## config.mk

```make
export PLATFORM = sky130hd
export DESIGN_NAME = frame_strobe_sequencer
export DESIGN_NICKNAME = d
export VERILOG_FILES = /design/src/rtl/cfg_frame_pkg.sv /design/src/rtl/frame_row_buffer.sv /design/src/rtl/frame_strobe_sequencer.sv
export SDC_FILE = /design/constraint.sdc
export NUM_CORES = 1
export LEC_CHECK = 0
export CAP_MARGIN = 40
export CORE_ASPECT_RATIO = 1.4
export CORE_MARGIN = 8
export CORE_UTILIZATION = 48
export CTS_BUF_LIST = sky130_fd_sc_hd__clkbuf_16
export CTS_CLUSTER_DIAMETER = 40
export DETAILED_ROUTE_END_ITERATION = 12
export PLACE_DENSITY = 0.8
export SYNTH_ARGS = -nofsm -noshare
export SYNTH_HDL_FRONTEND = slang
export SYNTH_SLANG_ARGS = --single-unit
```

## constraint.sdc

```tcl
create_clock -name CLK -period 2.85 [get_ports CLK]
set_input_delay 0.57 -clock CLK [delete_from_list [all_inputs] [get_ports CLK]]
set_output_delay 0.57 -clock CLK [all_outputs]
set_load 0.02 [all_outputs]
```

## src/rtl/cfg_frame_pkg.sv

```systemverilog
// Shared definitions for the column configuration path.
// Covers the header word layout and the frame sequencer state encoding.
package cfg_frame_pkg;

    localparam logic [7:0] HDR_MAGIC     = 8'hFA;
    localparam int         HDR_MAGIC_LSB = 24;
    localparam int         HDR_COL_LSB   = 16;
    localparam int         HDR_IDX_LSB   = 8;

    typedef enum logic [1:0] {
        IDLE   = 2'd0,
        LOAD   = 2'd1,
        STROBE = 2'd2,
        GAP    = 2'd3
    } state_t;

    typedef struct packed {
        logic [7:0] magic;
        logic [7:0] column;
        logic [7:0] index;
    } header_t;

    function automatic header_t decode_header(input logic [31:0] word);
        header_t h;
        h.magic  = word[HDR_MAGIC_LSB +: 8];
        h.column = word[HDR_COL_LSB   +: 8];
        h.index  = word[HDR_IDX_LSB   +: 8];
        return h;
    endfunction

endpackage

```

## src/rtl/frame_row_buffer.sv

```systemverilog
// Per-row FrameData holding registers for one column.
// A write updates a single row; the other rows keep their contents.
module frame_row_buffer #(
    parameter int unsigned NumRows         = 8,
    parameter int unsigned FrameBitsPerRow = 32,
    parameter int unsigned RowW            = (NumRows > 1) ? $clog2(NumRows) : 1
) (
    input  logic                               clk,
    input  logic                               rst_n,
    input  logic                               we,
    input  logic [RowW-1:0]                    row,
    input  logic [FrameBitsPerRow-1:0]         wdata,
    output logic [NumRows*FrameBitsPerRow-1:0] data
);

    logic [FrameBitsPerRow-1:0] rows [NumRows];

    // NOTE: this array feeds tile outputs directly, so it is reset like any
    // other flop; unreset storage would drive X onto FrameData after power-up.
    always_ff @(posedge clk or negedge rst_n) begin
        if (!rst_n) begin
            for (int i = 0; i < int'(NumRows); i++) begin
                rows[i] <= '0;
            end
        end else if (we) begin
            rows[row] <= wdata;
        end
    end

    for (genvar r = 0; r < int'(NumRows); r++) begin : g_flat
        assign data[r*FrameBitsPerRow +: FrameBitsPerRow] = rows[r];
    end

endmodule

```

## src/rtl/frame_strobe_sequencer.sv

```systemverilog
// Column frame-write sequencer: takes a header plus one word per row,
// loads the FrameData rows, then pulses the addressed FrameStrobe line.
module frame_strobe_sequencer
    import cfg_frame_pkg::*;
#(
    parameter int unsigned MaxFramesPerCol = 20,
    parameter int unsigned FrameBitsPerRow = 32,
    parameter int unsigned NumRows         = 8,
    parameter int unsigned StrobeCycles    = 2,
    parameter logic [7:0]  ColumnId        = 8'd0
) (
    input  logic                               CLK,
    input  logic                               resetn,
    input  logic                               s_valid,
    output logic                               s_ready,
    input  logic [FrameBitsPerRow-1:0]         s_data,
    input  logic                               abort,
    output logic [NumRows*FrameBitsPerRow-1:0] FrameData,
    output logic [MaxFramesPerCol-1:0]         FrameStrobe,
    output logic                               busy,
    output logic                               err,
    output logic [15:0]                        frames_written
);

    localparam int unsigned RowW = (NumRows > 1) ? $clog2(NumRows) : 1;
    localparam int unsigned StbW = (StrobeCycles > 1) ? $clog2(StrobeCycles) : 1;
    localparam logic [RowW-1:0] LastRow = RowW'(NumRows - 1);
    localparam logic [StbW-1:0] LastStb = StbW'(StrobeCycles - 1);

    state_t                     state_q, state_d;
    logic [RowW-1:0]            row_q, row_d;
    logic [StbW-1:0]            stb_q, stb_d;
    logic [7:0]                 idx_q, idx_d;
    logic                       hit_q, hit_d;
    logic                       err_d;
    logic [15:0]                fw_q, fw_d;
    logic [MaxFramesPerCol-1:0] strobe_q, strobe_d;
    logic                       buf_we;
    logic                       accept;
    logic                       col_match;
    logic                       idx_ok;
    header_t                    hdr;

    assign hdr       = decode_header(s_data[31:0]);
    assign col_match = (hdr.column == ColumnId);
    assign idx_ok    = (32'(hdr.index) < MaxFramesPerCol);
    assign accept    = s_valid && s_ready;

    // NOTE: every flop uses <=, so all registers sample the pre-edge values
    // and the order of statements inside a clocked block cannot matter.
    always_ff @(posedge CLK or negedge resetn) begin
        if (!resetn) begin
            state_q <= IDLE;
        end else begin
            state_q <= state_d;
        end
    end

    // NOTE: every comb output is given a default before the case, so no path
    // leaves a signal unassigned and no latch is inferred.
    always_comb begin
        state_d = state_q;
        row_d   = row_q;
        stb_d   = stb_q;
        idx_d   = idx_q;
        hit_d   = hit_q;
        fw_d    = fw_q;
        err_d   = 1'b0;
        buf_we  = 1'b0;

        if (abort) begin
            state_d = IDLE;
            row_d   = '0;
            stb_d   = '0;
        end else begin
            unique case (state_q)
                IDLE: begin
                    if (accept) begin
                        if (hdr.magic != HDR_MAGIC) begin
                            err_d = 1'b1;
                        end else begin
                            state_d = LOAD;
                            idx_d   = hdr.index;
                            hit_d   = col_match && idx_ok;
                            err_d   = col_match && !idx_ok;
                            row_d   = '0;
                        end
                    end
                end
                LOAD: begin
                    if (accept) begin
                        buf_we = hit_q;
                        if (row_q == LastRow) begin
                            row_d   = '0;
                            stb_d   = '0;
                            state_d = hit_q ? STROBE : IDLE;
                        end else begin
                            row_d = row_q + 1'b1;
                        end
                    end
                end
                STROBE: begin
                    if (stb_q == LastStb) begin
                        stb_d   = '0;
                        state_d = GAP;
                    end else begin
                        stb_d = stb_q + 1'b1;
                    end
                end
                GAP: begin
                    fw_d    = fw_q + 16'd1;
                    state_d = IDLE;
                end
                default: state_d = IDLE;
            endcase
        end

        // Strobe is registered from the next state so it tracks STROBE exactly.
        strobe_d = '0;
        for (int i = 0; i < int'(MaxFramesPerCol); i++) begin
            strobe_d[i] = (state_d == STROBE) && (idx_q == 8'(i));
        end
    end

    always_comb begin
        s_ready = ((state_q == IDLE) || (state_q == LOAD)) && !abort;
        busy    = (state_q != IDLE);
    end

    always_ff @(posedge CLK or negedge resetn) begin
        if (!resetn) begin
            row_q    <= '0;
            stb_q    <= '0;
            idx_q    <= '0;
            hit_q    <= 1'b0;
            fw_q     <= '0;
            err      <= 1'b0;
            strobe_q <= '0;
        end else begin
            row_q    <= row_d;
            stb_q    <= stb_d;
            idx_q    <= idx_d;
            hit_q    <= hit_d;
            fw_q     <= fw_d;
            err      <= err_d;
            strobe_q <= strobe_d;
        end
    end

    assign FrameStrobe    = strobe_q;
    assign frames_written = fw_q;

    frame_row_buffer #(
        .NumRows         (NumRows),
        .FrameBitsPerRow (FrameBitsPerRow),
        .RowW            (RowW)
    ) u_rows (
        .clk   (CLK),
        .rst_n (resetn),
        .we    (buf_we),
        .row   (row_q),
        .wdata (s_data),
        .data  (FrameData)
    );

endmodule
```

==> run metrics <==
Slowest-stage cell, CP clkdlybuf4s50_1; RSZ-0062 raised after global routing false; vias approximately 7600; clk sinks about 300; DP Cell Count around 1400; ys flop type dfrtp_1; CP Cell Sequence or2_2 -> clkdlybuf4s50_1; Die Footprint 0.0299 mm^2; Power Density ~550 mW/mm^2; # DRC 0; Cell Area, Placed between 0.015 and 0.02 mm^2; Finished Layout Cells between 1000 and 1500; Synth Instances ~750; hold_sp frames_written[15]; CTS buffer count 34; combinational share of power 0.032; CP Capture Type output pin; post-DR vias/cell 5.25; drt wl/cell between 20 and 25 um; Rows just under 70; number of synthesized flops with an enable pin 0; Clk Latency, worst-skew pair around 500 ps; first-pass GRT wire length between 50000 and 60000 um; leakage power 8.16 nW; DRT antenna net count 0; CP max stage delay between 500 and 600 ps; total chip power between 9 and 10 mW; worst hold path class flop to flop; outcome finished clean; buffer depth of the longest clock path 3; Final HPWL DP between 20000 and 25000 um; worst reg2reg startpoint row_q[0]; Cell Area, Synth 0.0118 mm^2; Final Instance Area around 0.017 mm^2; Seq pwr share 0.477; Area growth syn-to-layout 43.1%; Period minus WS final about 2500 ps; CTS Root Cell clkbuf_16; GRT overflow 0; CP startpoint state_q[1]; worst vdd ir between 0.4 and 0.5 mV; port buffer count 330; Synth Area per Inst between 15 and 20 um^2; internal power between 7 and 8 mW; Final Hold Fails 0; Net Sw Frac 0.209; Final period util 0.863; total negative slack 0 ps; startpoint types flop; total number of yosys warnings 0; critical path fanouts, max 12; Slew Limit Fails 0; gr usage total 0.227; post-synthesis cell type count between 40 and 50; post-CTS setup buffer count 0; H-tree depth 2; DRT Pass-1 Iters 4; Final Net Count 1153; Worst-path clk slew around 50 ps; initial core utilization 0.482; worst hold slack around 470 ps; syn nets slightly below 800; CTS tree done; largest net degree at the start of global routing between 90 and 100; Setup CP Type flop to output pin; Synth async-reset ratio 1.00; layout cells sized above 1 0.266; I/O pins approximately 330; flops & latches, synth 308; initial antenna violation count 1; switching power of the nets 1.93 mW; drt first-iter violations roughly 280; Crit path max-delay family buffers and inverters; sequential share of the synthesized area 0.655; Worst Path Arrival between 1500 and 2000 ps; GPL Wtd Cong between 0.7 and 0.8; core box area 0.0244 mm^2; Die Span X 148 um; final setup vio count 0; Worst Clk Skew between 8 and 9 ps; worst-margin pin slew 557 ps; routed wire length ~34000 um; worst path bufs/invs 1; die height just over 200 um; Clk network pwr share 0.491; vias in the first global route approximately 8400; f_max ~410 MHz; CP required between 2000 and 2500 ps; Rel. slew slack 0.626; Max-Cap Viols 0
## per-stage QoR
step | setup WS (ps) | utilization
after CTS | 369 | 0.690
after global routing | 306 | 0.690
after detailed placement | 146 | 0.641
final | 390 | 0.690
after global placement | 182 | 0.641
after floorplan | 757 | -
## metal layers
metal	global-route usage	up-vias	wire, um
met5	0	-	0
met4	0.100	0	1430
met3	0.0652	72	2310
met2	0.404	248	17700
met1	0.244	3946	12300
li1	-	3373	-
## layout make-up
class,count,area [um^2]
diodes,1,2.50
clock buffers,37,926
clock inverters,23,253
fillers,1692,7570
inverters,8,30.0
multi-input cells,391,3820
flip-flops and latches,308,7710
well taps,315,394
repair buffers,371,3720
## power by group through the flow
stage | clock (mW) | combinational (mW) | sequential (mW)
floorplan | 0 | 0.0434 | 4.48
global placement | 0 | 0.298 | 4.48
detailed placement | 0 | 0.300 | 4.48
CTS | 4.63 | 0.303 | 4.40
global route | 4.82 | 0.328 | 4.39
finish | 4.53 | 0.294 | 4.40
## sequential cells by signal (all words and copies together) (netlist names)
signal          flops
u_rows.data       256
frames_written     16
idx_q               8
stb_q               1
row_q               3
hit_q               1
FrameStrobe        20
err                 1
state_q             2
## worst paths after layout
path	slack (ps)	depth (start not counted)	to
min in group asynchronous	540	2	u_rows.data[143]
max in group asynchronous	1490	3	u_rows.data[193]
worst min register to register	470	1	frames_written[15]
worst min-delay path	470	1	frames_written[15]
worst max-delay path	390	2	busy
worst max register to register	510	6	FrameStrobe[8]
## synthesized netlist by cell type (2+ instances only)
cell type,number,area [um^2]
or3b_1,2,17.5
dfrtp_1,308,7710
nor3_1,11,55.1
nand4bb_1,2,22.5
buf_2,18,90.1
nor2b_1,2,12.5
a22o_1,2,17.5
nor2_1,12,45.0
and3_1,2,12.5
xor2_1,3,26.3
nand2b_1,2,12.5
nand3_1,9,45.0
o21ai_0,4,20.0
inv_1,8,30.0
nand4_1,7,43.8
nand3b_1,3,22.5
nand4b_1,2,17.5
ha_1,3,37.5
or2_2,6,37.5
mux2_2,197,2220
clkbuf_1,11,41.3
nor4_1,15,93.8
mux2_1,66,743
xnor2_1,13,114
nor3_2,2,20.0
nand2_1,12,45.0
buf_4,5,37.5
buf_6,5,56.3
o21bai_1,2,15.0
## repair_timing
| action | 4_1_cts | 5_1_grt |
|---|---|---|
| endpoints found under the hold margin | 31 | 0 |
| resized for setup | 0 | 0 |
| hold buffers | 1 | 0 |
## cell usage in the layout, fill, tap and decap left out, types with 3 or more instances in the layout
cell type	count
buf_12	8
buf_4	32
bufinv_16	5
clkbuf_16	37
clkdlybuf4s50_1	329
clkinv_1	7
clkinv_2	5
dfrtp_1	308
ha_1	3
inv_1	10
mux2_1	66
mux2_2	197
nand2_1	11
nand3_1	9
nand3b_1	3
nand4_1	7
nor2_1	12
nor3_1	11
nor4_1	15
o21ai_0	4
or2_2	6
xnor2_1	13
xor2_1	3
## logic make-up after synthesis
| logic type | count (synthesis) | share of synthesized area |
|---|---|---|
| xor+xnor | 16 | 0.0119 |
| compound gates | 12 | 0.00680 |
| buf+inv | 48 | 0.0220 |
| flops | 308 | 0.655 |
| simple gates | 96 | 0.0491 |
| fa+ha+maj | 3 | 0.00319 |
| mux | 264 | 0.252 |
Power figures use the tool's default switching activity.
